## src/rtl/idma_sync_256b_rdata_collector.sv

```systemverilog
// iDMA 256-bit R-channel collector: burst-length FIFO, beat counting, registered output.
// Optional macro IDMA_RDATA_RLAST_CHECK_EN enables the sticky rlast_err consistency check.
module idma_sync_256b_rdata_collector #(
    parameter int LEN_FIFO_DEPTH = 16,
    parameter int DATA_W         = 256
) (
    input  logic              aclk,
    input  logic              aresetn,
    input  logic              soft_clr,
    input  logic              ar_push,
    input  logic [3:0]        ar_len,
    input  logic              ar_last_burst,
    input  logic              rvalid,
    output logic              rready,
    input  logic [DATA_W-1:0] rdata,
    input  logic [1:0]        rresp,
    input  logic              rlast,
    output logic              out_valid,
    input  logic              out_ready,
    output logic [DATA_W-1:0] out_data,
    output logic              out_last,
    output logic              axi_burst_rdata_ok,
    output logic              wlen_fifo_full_s,
    output logic              len_fifo_ovf,
    output logic              rresp_err,
    output logic              rlast_err
);

    localparam int PW = $clog2(LEN_FIFO_DEPTH);
    localparam int CW = PW + 1;
    localparam logic [CW-1:0] C_DEPTH = CW'(LEN_FIFO_DEPTH);
    localparam logic [CW-1:0] C_AFULL = CW'(LEN_FIFO_DEPTH - 2);

    logic [4:0]        r_mem [LEN_FIFO_DEPTH];
    logic [PW-1:0]     r_wr_ptr;
    logic [PW-1:0]     r_rd_ptr;
    logic [CW-1:0]     r_cnt;
    logic [3:0]        r_beat_cnt;
    logic              r_out_valid;
    logic              r_out_last;
    logic [DATA_W-1:0] r_out_data;
    logic              r_ok;
    logic              r_ovf;
    logic              r_rresp_err;

    logic              w_full;
    logic              w_empty;
    logic              w_push;
    logic [4:0]        w_head;
    logic [3:0]        w_head_len;
    logic              w_head_lastb;
    logic              w_beat_last;
    logic              w_rready;
    logic              w_accept;
    logic              w_pop;

    assign w_full       = (r_cnt == C_DEPTH);
    assign w_empty      = (r_cnt == '0);
    assign w_push       = ar_push && !w_full;
    assign w_head       = r_mem[r_rd_ptr];
    assign w_head_len   = w_head[3:0];
    assign w_head_lastb = w_head[4];
    assign w_beat_last  = (r_beat_cnt == w_head_len);
    assign w_rready     = !w_empty && (!r_out_valid || out_ready);
    assign w_accept     = rvalid && w_rready;
    assign w_pop        = w_accept && w_beat_last;

    assign rready             = w_rready;
    assign out_valid          = r_out_valid;
    assign out_data           = r_out_data;
    assign out_last           = r_out_last;
    assign axi_burst_rdata_ok = r_ok;
    assign wlen_fifo_full_s   = (r_cnt >= C_AFULL);
    assign len_fifo_ovf       = r_ovf;
    assign rresp_err          = r_rresp_err;

    always_ff @(posedge aclk or negedge aresetn) begin
        if (!aresetn) begin
            for (int i = 0; i < LEN_FIFO_DEPTH; i++) begin
                r_mem[i] <= '0;
            end
        end else if (w_push && !soft_clr) begin
            r_mem[r_wr_ptr] <= {ar_last_burst, ar_len};
        end
    end

    // Pointers wrap naturally because the depth is a power of two.
    always_ff @(posedge aclk or negedge aresetn) begin
        if (!aresetn) begin
            r_wr_ptr <= '0;
            r_rd_ptr <= '0;
            r_cnt    <= '0;
        end else if (soft_clr) begin
            r_wr_ptr <= '0;
            r_rd_ptr <= '0;
            r_cnt    <= '0;
        end else begin
            if (w_push) begin
                r_wr_ptr <= r_wr_ptr + PW'(1);
            end
            if (w_pop) begin
                r_rd_ptr <= r_rd_ptr + PW'(1);
            end
            if (w_push && !w_pop) begin
                r_cnt <= r_cnt + CW'(1);
            end else if (!w_push && w_pop) begin
                r_cnt <= r_cnt - CW'(1);
            end
        end
    end

    always_ff @(posedge aclk or negedge aresetn) begin
        if (!aresetn) begin
            r_beat_cnt <= '0;
            r_ok       <= 1'b0;
        end else if (soft_clr) begin
            r_beat_cnt <= '0;
            r_ok       <= 1'b0;
        end else begin
            r_ok <= w_pop;
            if (w_pop) begin
                r_beat_cnt <= '0;
            end else if (w_accept) begin
                r_beat_cnt <= r_beat_cnt + 4'd1;
            end
        end
    end

    // A drain and a reload in the same cycle keep the stage full.
    always_ff @(posedge aclk or negedge aresetn) begin
        if (!aresetn) begin
            r_out_valid <= 1'b0;
            r_out_last  <= 1'b0;
            r_out_data  <= '0;
        end else if (soft_clr) begin
            r_out_valid <= 1'b0;
            r_out_last  <= 1'b0;
            r_out_data  <= '0;
        end else if (w_accept) begin
            r_out_valid <= 1'b1;
            r_out_last  <= w_head_lastb && w_beat_last;
            r_out_data  <= rdata;
        end else if (out_ready) begin
            r_out_valid <= 1'b0;
        end
    end

    always_ff @(posedge aclk or negedge aresetn) begin
        if (!aresetn) begin
            r_ovf       <= 1'b0;
            r_rresp_err <= 1'b0;
        end else if (soft_clr) begin
            r_ovf       <= 1'b0;
            r_rresp_err <= 1'b0;
        end else begin
            if (ar_push && w_full) begin
                r_ovf <= 1'b1;
            end
            if (w_accept && (rresp != 2'b00)) begin
                r_rresp_err <= 1'b1;
            end
        end
    end

`ifdef IDMA_RDATA_RLAST_CHECK_EN
    logic r_rlast_err;

    always_ff @(posedge aclk or negedge aresetn) begin
        if (!aresetn) begin
            r_rlast_err <= 1'b0;
        end else if (soft_clr) begin
            r_rlast_err <= 1'b0;
        end else if (w_accept && (rlast != w_beat_last)) begin
            r_rlast_err <= 1'b1;
        end
    end

    assign rlast_err = r_rlast_err;
`else
    logic w_unused_rlast;

    assign w_unused_rlast = rlast;
    assign rlast_err      = 1'b0;
`endif

endmodule

```

## config.mk

```make
export PLATFORM = sky130hd
export DESIGN_NAME = idma_sync_256b_rdata_collector
export DESIGN_NICKNAME = d
export VERILOG_FILES = /design/src/rtl/idma_sync_256b_rdata_collector.sv
export SDC_FILE = /design/constraint.sdc
export NUM_CORES = 1
export LEC_CHECK = 0
export CAP_MARGIN = 10
export CORE_AREA = 2 2 208 210
export DETAILED_ROUTE_END_ITERATION = 12
export DIE_AREA = 0 0 210 212
export GPL_TIMING_DRIVEN = 0
export PLACE_DENSITY = 0.66
export SKIP_LAST_GASP = 1
export SLEW_MARGIN = 20
export SYNTH_ARGS = -nofsm -noshare
export SYNTH_HDL_FRONTEND = slang
export SYNTH_SLANG_ARGS = --single-unit
```

## constraint.sdc

```tcl
create_clock -name aclk -period 4.5 [get_ports aclk]
set_input_delay 1.35 -clock aclk [delete_from_list [all_inputs] [get_ports aclk]]
set_output_delay 1.35 -clock aclk [all_outputs]
set_load 0.005 [all_outputs]
```

* Yosys cells after proc, flatten, opt, wreduce, memory -nomap -nowiden
Index checks and enable logic that the tools add are counted.
Operators by class: muxes and demuxes 28, div/mod/pow operators 0, add/sub/neg operators 5, bitwise logic cells 2, $lt $le $gt $ge 4, shifts and indexed selects 0, $mul 0, equality and inequality tests 2, reductions and logical operators 28
Operator list (number):
- $mux 256 | 2
- $bwmux 80 | 1
- $mux 5 | 6
- $mux 4 | 7
- $bmux 5 s4 | 1
- $demux 5 s4 | 1
- $add 4x1->4 const B | 3
- $reduce_bool 2->1 | 6
- $logic_and 1x1->1 | 11
- $ge 5x5->1 const B | 2
- $mux 1 | 10
- $not 4->5 | 2
- $reduce_bool 3->1 | 3
- $logic_not 1->1 | 6
- $add 5x1->5 const B | 1
- $eq 5x5->1 const B | 1
- $ge 5x4->1 const B | 1
- $logic_not 5->1 | 1
- $lt 5x1->1 const B | 1
- $sub 5x1->5 const B | 1
- $eq 4x4->1 | 1
- $logic_or 1x1->1 | 1
Word-level totals: register bits after elaboration 358, logic and storage cells 95, RAM bits 0, output and inout port bits 264, memories kept 0, memory bits (read-only) 0, latch bits 0, bits of input ports 270

* Depth between registers and ports, before layout
Gate-level depths: netlist of run 1.
word-level depth 10, mapped depth 15, mapped depth without buffers 13

* Worst setup path after synthesis of run 1
Ideal clock, no wire load.
path kind in2reg, from input out_ready, to register r_cnt[4], path buffers 1, stages 14, path slack 0.359 ns, data arrival time 4.051 ns, library setup time 0.090 ns, required time 4.410 ns, cells stage by stage nand2b_1 -> o211a_1 -> clkbuf_1 -> nand2b_1 -> mux2i_1 -> a31oi_1 -> inv_1 -> fa_1 -> a21o_1 -> a21o_1 -> or4_1 -> nor4_1 -> nor4_1 -> o2111ai_1
Between the ends: word-level cells in the longest chain between the ends 8, elaborated cells on any way between the ends 10, those cells by class mux (2); reduce/logical (8)
Ends and longest elaborated chain:
- start: declaration | RTL line 19 | input logic out_ready,
- $logic_or 1x1->1 * | RTL line 64 | assign w_rready = !w_empty && (!r_out_valid || out_ready);
- $logic_and 1x1->1 * | RTL line 64
- $logic_and 1x1->1 * | RTL line 65 | assign w_accept = rvalid && w_rready;
- $logic_and 1x1->1 * | RTL line 66 | assign w_pop = w_accept && w_beat_last;
- $logic_not 1->1 | RTL line 104 | if (w_push && !w_pop) begin
- $logic_and 1x1->1 | RTL line 104
- $mux 5 | RTL line 104
- $mux 5 | RTL line 93 | end else if (soft_clr) begin
- end signal: assignment | RTL line 105 | r_cnt <= r_cnt + CW'(1);
- end signal: assignment | RTL line 107 | r_cnt <= r_cnt - CW'(1);
- end: declaration | RTL line 37 | logic [CW-1:0] r_cnt;
Mark *: on every way between the ends. The rest lies on a longest branch, timed or not. A chain may end at the register's enable or synchronous reset.

* Final worst setup path of run 1
from register r_rd_ptr[1], to register r_cnt[4]
Between the ends: word-level cells in the longest chain between the ends 10, elaborated cells on any way between the ends 12, those cells by class eq/ne (1); mux (5); bitwise (1); reduce/logical (5)
Ends and longest elaborated chain:
- start: declaration | RTL line 36 | logic [PW-1:0] r_rd_ptr;
- start signal: assignment | RTL line 102 | r_rd_ptr <= r_rd_ptr + PW'(1);
- $not 4->5 (not written as such) * | RTL line 60 | assign w_head = r_mem[r_rd_ptr];
- $bmux 5 s4 * | RTL line 60
- $mux 5 (not written as such) * (2 in a row) | RTL line 60
- $eq 4x4->1 * | RTL line 63 | assign w_beat_last = (r_beat_cnt == w_head_len);
- $logic_and 1x1->1 * | RTL line 66
- $logic_not 1->1 | RTL line 104
- $logic_and 1x1->1 | RTL line 104
- $mux 5 | RTL line 104
- $mux 5 | RTL line 93
Mark *: on every way between the ends. The rest lies on a longest branch, timed or not. The select of a mux whose other input is x is not followed.

==> summary.txt, run 1 <==
Place
  • Port Buffer Count: 531
  • Final GP Congestion: 0.859
  • Area after DPL: about 21000 um^2
  • Detail Placement HPWL: 41500 um

STA
  • Worst Tran Pin Value: 0.996 ns
  • Final-report max-slew violation count: 0
  • Worst clock skew: between 0.015 and 0.02 ns
  • Ratio of final minimum period to clock period: 94.3%
  • Setup violations, final: 0
  • Rel. slew slack: 33.6%
  • Max frequency: 0.236 GHz
  • Post-layout min period: 4.24 ns
  • Hold WS: around 0.5 ns
  • Final Hold Vio Count: 0

Cells and area
  • Most common cell after layout, fill and taps aside: nand2_1
  • Filler cell count: 3824
  • Final Cell Area: around 23000 um^2
  • Multi-input logic area: 5640 um^2
  • Seq. cell area: approximately 9000 um^2
  • Commonest cells after routing, fill and taps aside: nand2_1 (547), clkdlybuf4s50_1 (530), dfrtp_1 (358), a21oi_1 (271), clkbuf_1 (103)
  • Share of layout cells above drive strength 1: 9.06%
  • Area growth from synthesis to layout: 50.7%
  • Final #Nets: 2360

Detailed routing
  • Initial drt markers: between 600 and 700
  • Vias: 13332
  • Drt wl/cell: 20.5 um
  • Drt pass-1 iters: 5
  • DRC: 0
  • Vias per cell: 5.02
  • Total wire length: 54500 um
  • Post-route antenna net violation count: 0

GRT
  • Vias in the first global route: 13628
  • Total Routing Usage GR: 24.0%
  • First-pass GRT wire length: about 81000 um
  • Antenna violations before repair: 2
  • GRT overflow: 0
  • Largest net degree at the start of global routing: 94

Floorplan
  • Die ar.: 44500 um^2
  • # rows: 76
  • Die width: 210 um
  • I/O pins: 534
  • Starting density of the core: a little over a third
  • Die H: 212 um
  • Core Box Area: 42500 um^2

Clock network
  • Worst-Skew Late Latency: between 0.5 and 0.6 ns
  • Max clock buf depth: 3
  • TritonCTS Sinks: around 360
  • Setup Buffers After CTS: 0
  • Clk slew on worst S/H paths: 0.06 ns
  • CTS tree: done
  • H-tree lvl count: 2
  • CTS Buf Count: 42
  • Root Buffer: clkbuf_16

Critical path
  • Reg-to-reg endpoint: r_cnt[4]
  • CP max FO: 10
  • Critical path arrival: approximately 4.7 ns
  • Reg2reg start: r_rd_ptr[1]
  • Crit path required time: 4.97 ns
  • R2R setup slack: 0.26 ns
  • Critical Path Source: r_rd_ptr[1]
  • CP Class: flip-flop to flip-flop
  • CP Capture Type: flip-flop
  • Worst R2R Path Depth: 15
  • Crit start category: flip-flop

Synth
  • Net Count, Synth: 1782
  • Post-Syn Area: 15000 um^2
  • Post-synthesis sequential area ratio: 59.8%
  • Syn Area/Cell: 9.99 um^2
  • Netlist cell types: 46
  • Post-synth EDFFs: 0
  • YS warnings: 0
  • Mapped Cells: 1501
  • Register bit total from synthesis: approximately 360
  • Post-synth top flop: dfrtp_1
  • Async S/R FF share, synth: 100%

Hold path
  • Hold Path Stages: 2
  • Hold Startpoint: len_fifo_ovf
  • Hold Path Class: flip-flop to flip-flop
  • WHS Endpoint: len_fifo_ovf

Run
  • Max Cap Violations: 0

Status
  • Outcome: finished, final reports clean

Pwr
  • Tot Pwr: about 11 mW
  • VDD IR max: 0.000300 V
  • Leakage: 9.58 nW
  • Pwr per Cell Area: 502 nW/um^2
## final cells by class
class | count | share of cell area, %
antenna | 3 | 0.0332
buffer | 104 | 1.84
clock buffer | 60 | 5.44
clock inverter | 14 | 0.903
inverter | 6 | 0.0997
multi-input combinational | 1032 | 25.0
sequential | 358 | 39.7
tap | 546 | 3.02
timing repair buffer | 535 | 24.0
## per-stage QoR
stage | std cells | worst slack (ns) | utilization, % | setup TNS (ns)
finish | 2658 | 0.258 | 53.1 | 0
floorplan | 1501 | 0.359 | - | 0
CTS | 2655 | 0.0496 | 53.0 | 0
global placement | 2578 | -13.73 | 49.4 | -4905.94
global route | 2657 | -0.0190 | 53.1 | -0.0190
detailed placement | 2582 | -0.859 | 49.7 | -1.24
## cells by family after synthesis
family | after synthesis | share of synthesized area (%)
other | 1 | 0.0250
XOR/XNOR | 9 | 0.526
buffers and inverters | 111 | 2.90
multiplexers | 114 | 9.81
flip-flops | 358 | 59.8
adder cells (fa/ha/maj) | 11 | 0.968
AO/OA/AOI/OAI | 296 | 10.2
AND/OR/NAND/NOR | 601 | 15.8
## what timing repair did
action | CTS | global route
pin swaps | 0 | 0
resized for setup | 2 | 10
endpoints found under the setup margin | 1 | 1
hold buffers | 0 | 0
## cells in the mapped netlist, drive strengths merged (2+ instances only)
master	instances	area [um^2]
o221ai	3	26.3
mux2	84	946
o21ai	8	40.0
xor2	6	52.6
nor4	6	43.8
xnor2	3	26.3
dfrtp	358	8960
nand3	12	65.1
inv	6	22.5
nand2	547	2050
nand2b	3	18.8
nor2	13	48.8
ha	10	125
a21oi	271	1360
nor2b	2	12.5
nor4b	2	17.5
mux4	18	405
a21o	2	15.0
a31oi	3	18.8
or3	3	18.8
clkbuf	97	365
or4	4	30.0
mux2i	12	120
nand4	4	25.0
o22ai	2	12.5
buf	8	47.5
o21a	2	16.3
## power breakdown
| group | total [mW] | internal [mW] | switching, mW | leakage (nW) |
|---|---|---|---|---|
| clock network | 3.56 | 2.18 | 1.38 | 0.703 |
| registers | 4.13 | 3.79 | 0.339 | 4.86 |
| logic | 3.65 | 1.70 | 1.96 | 4.02 |
## worst max-delay path by stage
stage                          endpoint  slack, ns  depth (start not counted)
after floorplan                r_cnt[4]       0.36                         14
after global placement    out_data[238]     -13.73                          1
after detailed placement       r_cnt[4]      -0.86                         15
after CTS                      r_cnt[4]       0.05                         15
after global routing           r_cnt[4]      -0.02                         15
final                          r_cnt[4]       0.26                         15
## worst max-delay path, cell delays in order, from the launching register on
cell and delay, ns:
dfrtp_1 0.44, clkbuf_4 0.31, clkbuf_4 0.31, mux4_2 0.23, mux2i_1 0.07, mux2i_1 0.51, xnor2_2 0.21, a31oi_4 0.23
inv_2 0.13, fa_1 0.41, a21o_1 0.20, a21o_1 0.20, or4_1 0.41, nor4_1 0.27, nor4_2 0.11, o2111ai_1 0.12
## layer usage
| layer | wire length (um) | track usage, % |
|---|---|---|
| met1 | 21100 | 28.2 |
| met2 | 26400 | 40.5 |
| met4 | 2500 | 11.3 |
| met3 | 4530 | 7.15 |
| met5 | 0 | 0 |
## registers in the layout, indices dropped and copies added, names as in the netlist
register	cells
out_data	256
r_mem	80
r_cnt	5
r_beat_cnt	4
r_rd_ptr	4
r_wr_ptr	4
axi_burst_rdata_ok	1
len_fifo_ovf	1
out_last	1
out_valid	1
rresp_err	1
Power figures use the tool's default switching activity.
==> run 2, diff against run 1 <==
SKIP_CTS_REPAIR_TIMING = 1   (was unset)
==> run 2 against run 1 <==
  * Combinational power about the same
  * Wire length about the same
  * Flip-flop and latch count unchanged
  * Clock skew about the same
  * Critical path type unchanged
  * Critical endpoint unchanged
  * Highest routed layer unchanged
==> summary.txt, run 2 (synthesized netlist as in run 1, its figures left out) <==
Status
  • Outcome: finished, final reports clean (unchanged)

Clock network
  • Max clock buf depth: 3 (unchanged)
  • CTS Buf Count: 42 (unchanged)
  • H-tree lvl count: 2 (unchanged)
  • CTS tree: done (unchanged)
  • TritonCTS Sinks: 358 (unchanged)
  • Root Buffer: clkbuf_16 (unchanged)
  • Clk slew on worst S/H paths: 0.06 ns (about the same)
  • Worst-Skew Late Latency: 0.56 ns (about the same)

Cells and area
  • Max reg flops: 256 (unchanged)
  • Final #Nets: 2360 (unchanged)
  • Most common cell after layout, fill and taps aside: nand2_1 (unchanged)
  • Utilization after layout: 53.1% (unchanged)
  • Area growth from synthesis to layout: 50.7% (unchanged)
  • Commonest cells after routing, fill and taps aside: nand2_1 (547), clkdlybuf4s50_1 (530), dfrtp_1 (358), a21oi_1 (271), clkbuf_1 (103) (unchanged)
  • Share of layout cells above drive strength 1: 9.06% (unchanged)

Place
  • Port Buffer Count: 531 (unchanged)
  • Final GP Congestion: 0.859 (unchanged)
  • Place WS: -0.859 ns (unchanged)
  • Detail Placement HPWL: 41500 um (unchanged)

GRT
  • GRT overflow: 0 (unchanged)
  • First-pass GRT wire length: 81300 um (was 81400 um)
  • Vias in the first global route: 13628 (unchanged)
  • Largest net degree at the start of global routing: 94 (unchanged)
  • Total Routing Usage GR: 24.0% (about the same)
  • Antenna violations before repair: 2 (unchanged)

STA
  • Ratio of final minimum period to clock period: 95.1% (was 94.3%)
  • Final-report max-slew violation count: 0 (unchanged)
  • Setup WS post-layout: 0.220 ns (was 0.258 ns)
  • Final Hold Vio Count: 0 (unchanged)
  • Max frequency: 0.234 GHz (was 0.236 GHz)
  • Setup violations, final: 0 (unchanged)
  • Rel. slew slack: 34.9% (was 33.6%)
  • Setup TNS: 0 ns (unchanged)
  • Post-layout min period: 4.28 ns (was 4.24 ns)
  • Worst clock skew: 0.0165 ns (was 0.0163 ns)
  • Worst Tran Pin Value: 0.977 ns (was 0.996 ns)

Critical path
  • CP Buf/Inv Count: 3 (unchanged)
  • CP max FO: 10 (unchanged)
  • Critical path depth: 15 (unchanged)
  • CP Class: flip-flop to flip-flop (unchanged)
  • Worst R2R Path Depth: 15 (unchanged)
  • Reg-to-reg endpoint: r_cnt[4] (unchanged)
  • Crit start category: flip-flop (unchanged)
  • Cell chain of the critical path: clkbuf_4 > clkbuf_4 > mux4_2 > mux2i_1 > mux2i_1 > xnor2_2 > a31oi_4 > inv_2 > fa_1 > a21o_1 > a21o_1 > or4_1 > nor4_1 > nor4_2 > o2111ai_1 (unchanged)
  • Largest stage delay on the critical path: 0.48 ns (was 0.51 ns)
  • Critical path's top delay family: simple AND/OR/NAND/NOR gates (was multiplexers)
  • Critical path arrival: 4.75 ns (was 4.71 ns)
  • Reg2reg start: r_rd_ptr[1] (unchanged)
  • Critical Path Source: r_rd_ptr[1] (unchanged)
  • Crit path required time: 4.97 ns (about the same)
  • R2R setup slack: 0.22 ns (was 0.26 ns)
  • Worst Setup EP: r_cnt[4] (unchanged)
  • CP Capture Type: flip-flop (unchanged)
  • Slowest-stage cell, CP: mux2i_1 (unchanged)

Run
  • Max Cap Violations: 0 (unchanged)

Floorplan
  • I/O pins: 534 (unchanged)
  • Core Box Area: 42500 um^2 (unchanged)
  • Die H: 212 um (unchanged)
  • Die ar.: 44500 um^2 (unchanged)
  • Die width: 210 um (unchanged)
  • # rows: 76 (unchanged)
  • Starting density of the core: 35.3% (unchanged)

Detailed routing
  • Vias per cell: 5.01 (was 5.02)
  • DRC: 0 (unchanged)
  • Drt wl/cell: 20.5 um (about the same)
  • Initial drt markers: 637 (was 649)
  • Drt pass-1 iters: 5 (unchanged)
  • Total wire length: 54600 um (was 54500 um)
  • Vias: 13324 (was 13332)
  • Post-route antenna net violation count: 0 (unchanged)

Pwr
  • Tot Pwr: 11.3 mW (about the same)
  • Pwr per Cell Area: 502 nW/um^2 (about the same)
  • Leakage: 9.58 nW (unchanged)
  • VDD IR max: 0.000300 V (about the same)

Hold path
  • Hold Path Class: flip-flop to flip-flop (unchanged)
## run 2: cell counts in the layout (fill, tap and decap cells not counted)
Identical to the previous run, type by type.
## run 2: stage by stage
stage	hold slack, ns	std cells	cell area [um^2]
5_1_grt	0.505	2657	22600
3_3_place_gp	0.481	2578	21000
2_1_floorplan	0.474	1501	15000
3_5_place_dp	0.488	2582	21100
4_1_cts	0.501	2656	22500
6_report	0.500	2658	22600
## run 2: layer usage
| metal | global-route usage, % | up-vias | part of all wire, % |
|---|---|---|---|
| li1 | - | 6153 | - |
| met5 | 0 | - | 0 |
| met3 | 7.15 | 126 | 8.2 |
| met1 | 28.2 | 6510 | 39 |
| met4 | 11.3 | 0 | 4.7 |
| met2 | 40.5 | 535 | 48 |
## run 2: layout make-up
cell class	count	area [um^2]
tap	546	683
buffer	104	417
timing repair buffer	535	5430
antenna	3	7.51
sequential	358	8960
clock buffer	60	1230
clock inverter	14	204
fill	3823	19900
multi-input combinational	1032	5640
inverter	6	22.5
## run 2: worst register-to-register path, cell delays in order, from the launching register on
cell       delay, ns
dfrtp_1         0.44
clkbuf_4        0.31
clkbuf_4        0.30
mux4_2          0.22
mux2i_1         0.07
mux2i_1         0.48
xnor2_2         0.21
a31oi_4         0.24
inv_2           0.13
fa_1            0.41
a21o_1          0.20
a21o_1          0.20
or4_1           0.41
nor4_1          0.31
nor4_2          0.12
o2111ai_1       0.13
## run 2: power by group
group / internal [mW] / switching, mW
logic: 1.70 / 1.96
clock network: 2.18 / 1.37
registers: 3.79 / 0.340
total: 7.67 / 3.68
## run 2: worst min path at each step
| stage | from | cells past startpoint | end | slack (ns) |
|---|---|---|---|---|
| floorplan | r_mem[42] | 1 | r_mem[42] | 0.47 |
| CTS | r_mem[0] | 1 | r_mem[0] | 0.50 |
| global placement | r_mem[2] | 1 | r_mem[2] | 0.48 |
| global route | r_mem[0] | 1 | r_mem[0] | 0.50 |
| detailed placement | r_mem[0] | 1 | r_mem[0] | 0.49 |
| finish | len_fifo_ovf | 2 | len_fifo_ovf | 0.50 |
==> run 3, diff against run 2 <==
--- a/constraint.sdc
+++ b/constraint.sdc
@@ -3,2 +3,2 @@
 set_output_delay 1.35 -clock aclk [all_outputs]
-set_load 0.005 [all_outputs]
+set_load 0.1 [all_outputs]
==> run 3 against run 2 <==
  * First-iteration DRC count is 0.16% higher
  * Sequential power hardly changed
  * Fmax shrank 4.4%
  * Power up 28%
  * Critical path type unchanged
  * Largest cell class unchanged
==> summary.txt, run 3 (synthesized netlist as in run 1, its figures left out) <==
Clock network
  • TritonCTS Sinks: 358 (unchanged)
  • CTS tree: done (unchanged)
  • Clk slew on worst S/H paths: 0.06 ns (about the same)
  • CTS Buf Count: 42 (unchanged)
  • H-tree lvl count: 2 (unchanged)
  • Worst-Skew Late Latency: 0.55 ns (was 0.56 ns)
  • Max clock buf depth: 3 (unchanged)
  • Root Buffer: clkbuf_16 (unchanged)

Cells and area
  • Utilization after layout: 52.9% (was 53.1%)
  • Final Cell Area: 22500 um^2 (was 22600 um^2)
  • Max reg flops: 256 (unchanged)
  • Final #Nets: 2360 (unchanged)
  • Commonest cells after routing, fill and taps aside: nand2_1 (547), clkdlybuf4s50_1 (528), dfrtp_1 (358), a21oi_1 (271), clkbuf_1 (103) (was nand2_1 (547), clkdlybuf4s50_1 (530), dfrtp_1 (358), a21oi_1 (271), clkbuf_1 (103))
  • Share of layout cells above drive strength 1: 8.87% (was 9.06%)
  • Filler cell count: 3844 (was 3823)
  • Most common cell after layout, fill and taps aside: nand2_1 (unchanged)
  • Area growth from synthesis to layout: 49.9% (was 50.7%)

Detailed routing
  • Vias per cell: 4.98 (was 5.01)
  • Met2 wire length: 26300 um (was 26400 um)
  • Total wire length: 54200 um (was 54600 um)
  • DRC: 0 (unchanged)
  • Drt pass-1 iters: 5 (unchanged)
  • DR top layer: met4 (unchanged)
  • Vias: 13249 (was 13324)
  • Drt wl/cell: 20.4 um (was 20.5 um)
  • Length of routed met3 wiring: 4350 um (was 4480 um)
  • Initial drt markers: 638 (was 637)
  • Post-route antenna net violation count: 0 (unchanged)
  • Met1 Wirelength: 21100 um (about the same)

GRT
  • GRT overflow: 0 (unchanged)
  • Total Routing Usage GR: 23.9% (was 24.0%)
  • First-pass GRT wire length: 80700 um (was 81300 um)
  • Antenna violations before repair: 5 (was 2)
  • Vias in the first global route: 13515 (was 13628)
  • Largest net degree at the start of global routing: 94 (unchanged)

Critical path
  • CP max FO: 10 (unchanged)
  • CP Capture Type: flip-flop (unchanged)
  • CP Class: flip-flop to flip-flop (unchanged)
  • Critical path arrival: 4.94 ns (was 4.75 ns)
  • Slowest-stage cell, CP: dfrtp_1 (was mux2i_1)
  • Cell chain of the critical path: buf_2 > buf_2 > mux4_2 > mux2i_1 > mux2i_1 > xnor2_1 > a31oi_2 > inv_1 > fa_1 > a21o_1 > a21o_1 > or4_1 > nor4_1 > nor4_1 > o2111ai_1 (was clkbuf_4 > clkbuf_4 > mux4_2 > mux2i_1 > mux2i_1 > xnor2_2 > a31oi_4 > inv_2 > fa_1 > a21o_1 > a21o_1 > or4_1 > nor4_1 > nor4_2 > o2111ai_1)
  • Largest stage delay on the critical path: 0.44 ns (was 0.48 ns)
  • Crit start category: flip-flop (unchanged)
  • Crit path required time: 4.96 ns (was 4.97 ns)
  • R2R setup slack: 0.02 ns (was 0.22 ns)

Floorplan
  • Die H: 212 um (unchanged)
  • Die width: 210 um (unchanged)
  • # rows: 76 (unchanged)
  • Die ar.: 44500 um^2 (unchanged)
  • Starting density of the core: 35.3% (unchanged)
  • Core Box Area: 42500 um^2 (unchanged)
  • I/O pins: 534 (unchanged)

STA
  • Setup TNS: 0 ns (unchanged)
  • Unrepaired setup endpoints after global routing: yes
  • Rel. slew slack: 18.7% (was 34.9%)
  • Final Hold Vio Count: 0 (unchanged)
  • Post-layout min period: 4.48 ns (was 4.28 ns)
  • Setup violations, final: 0 (unchanged)
  • Worst clock skew: 0.0131 ns (was 0.0165 ns)
  • Worst Tran Pin Value: 1.22 ns (was 0.977 ns)
  • Final-report max-slew violation count: 0 (unchanged)
  • Ratio of final minimum period to clock period: 99.5% (was 95.1%)
  • Max frequency: 0.223 GHz (was 0.234 GHz)

Hold path
  • Hold Path Class: flip-flop to flip-flop (unchanged)

Pwr
  • VDD IR max: 0.000402 V (was 0.000300 V)
  • Sw frac: 48.8% (was 32.4%)
  • Internal cell power: 7.45 mW (was 7.67 mW)
  • Tot Pwr: 14.6 mW (was 11.3 mW)
  • Sequential share of power: 28.4% (was 36.4%)
  • Logic pwr share: 48.7% (was 32.2%)
  • Pwr per Cell Area: 648 nW/um^2 (was 502 nW/um^2)
  • Psw: 7.11 mW (was 3.68 mW)
  • Leakage: 9.55 nW (was 9.58 nW)
  • Clock network fraction of design power: 22.9% (was 31.3%)

Status
  • Outcome: finished, final reports clean (unchanged)

Place
  • Final GP Congestion: 0.859 (unchanged)
  • Port Buffer Count: 531 (unchanged)
  • Detail Placement HPWL: 41500 um (about the same)
  • Area after DPL: 21100 um^2 (about the same)

Run
  • Max Cap Violations: 0 (unchanged)
run 3: area by class of cell:
class | instances | area (um^2) | share of cell area (%)
inverters | 6 | 22.5 | 0.100
clock inverters | 11 | 91.3 | 0.407
plain buffers | 104 | 409 | 1.82
flip-flops and latches | 358 | 8960 | 39.9
well taps | 546 | 683 | 3.04
diodes | 5 | 12.5 | 0.0557
multi-input cells | 1032 | 5610 | 24.9
clock buffers | 62 | 1260 | 5.60
repair buffers | 535 | 5430 | 24.2
run 3: per-stage QoR:
stage / setup slack [ns] / instances / hold slack (ns)
final: 0.0218 / 2659 / 0.494
after global routing: -0.235 / 2659 / 0.505
after CTS: -0.276 / 2655 / 0.502
after detailed placement: -0.841 / 2582 / 0.488
after global placement: -13.73 / 2578 / 0.481
after floorplan: 0.316 / 1501 / 0.474
run 3: path summary, 6_finish.rpt:
kind | startpoint | to | depth (start not counted)
worst max-delay path | r_rd_ptr[1] | r_cnt[4] | 15
worst min-delay path | len_fifo_ovf | len_fifo_ovf | 2
worst max register to register | r_rd_ptr[1] | r_cnt[4] | 15
worst min register to register | len_fifo_ovf | len_fifo_ovf | 2
max in group asynchronous | aresetn | out_data[116] | 3
min in group asynchronous | aresetn | out_data[196] | 1
run 3: worst max-delay path: cells and delay by family (launching register included):
family / cells / cell delay [ns]
and+or+nand+nor: 3 / 0.75
buffers and inverters: 3 / 0.94
adders and majority gates: 1 / 0.43
AOI/OAI and AO/OA: 4 / 0.81
DFF: 1 / 0.44
xor gates and xnor gates: 1 / 0.27
muxes: 3 / 0.75
run 3: power groups by stage:
stage / registers (mW) / logic [mW] / clock network [mW]
final: 4.13 / 7.09 / 3.34
after global routing: 4.20 / 7.42 / 3.56
after CTS: 4.13 / 7.12 / 3.43
after detailed placement: 4.18 / 7.10 / 0
after global placement: 4.16 / 7.05 / 0
after floorplan: 7.49 / 1.67 / 0
run 3: metal layers:
layer | up-vias | global-route usage (%)
li1 | 6148 | -
met1 | 6459 | 28.2
met2 | 512 | 40.1
met3 | 130 | 7.16
met4 | 0 | 11.2
met5 | - | 0
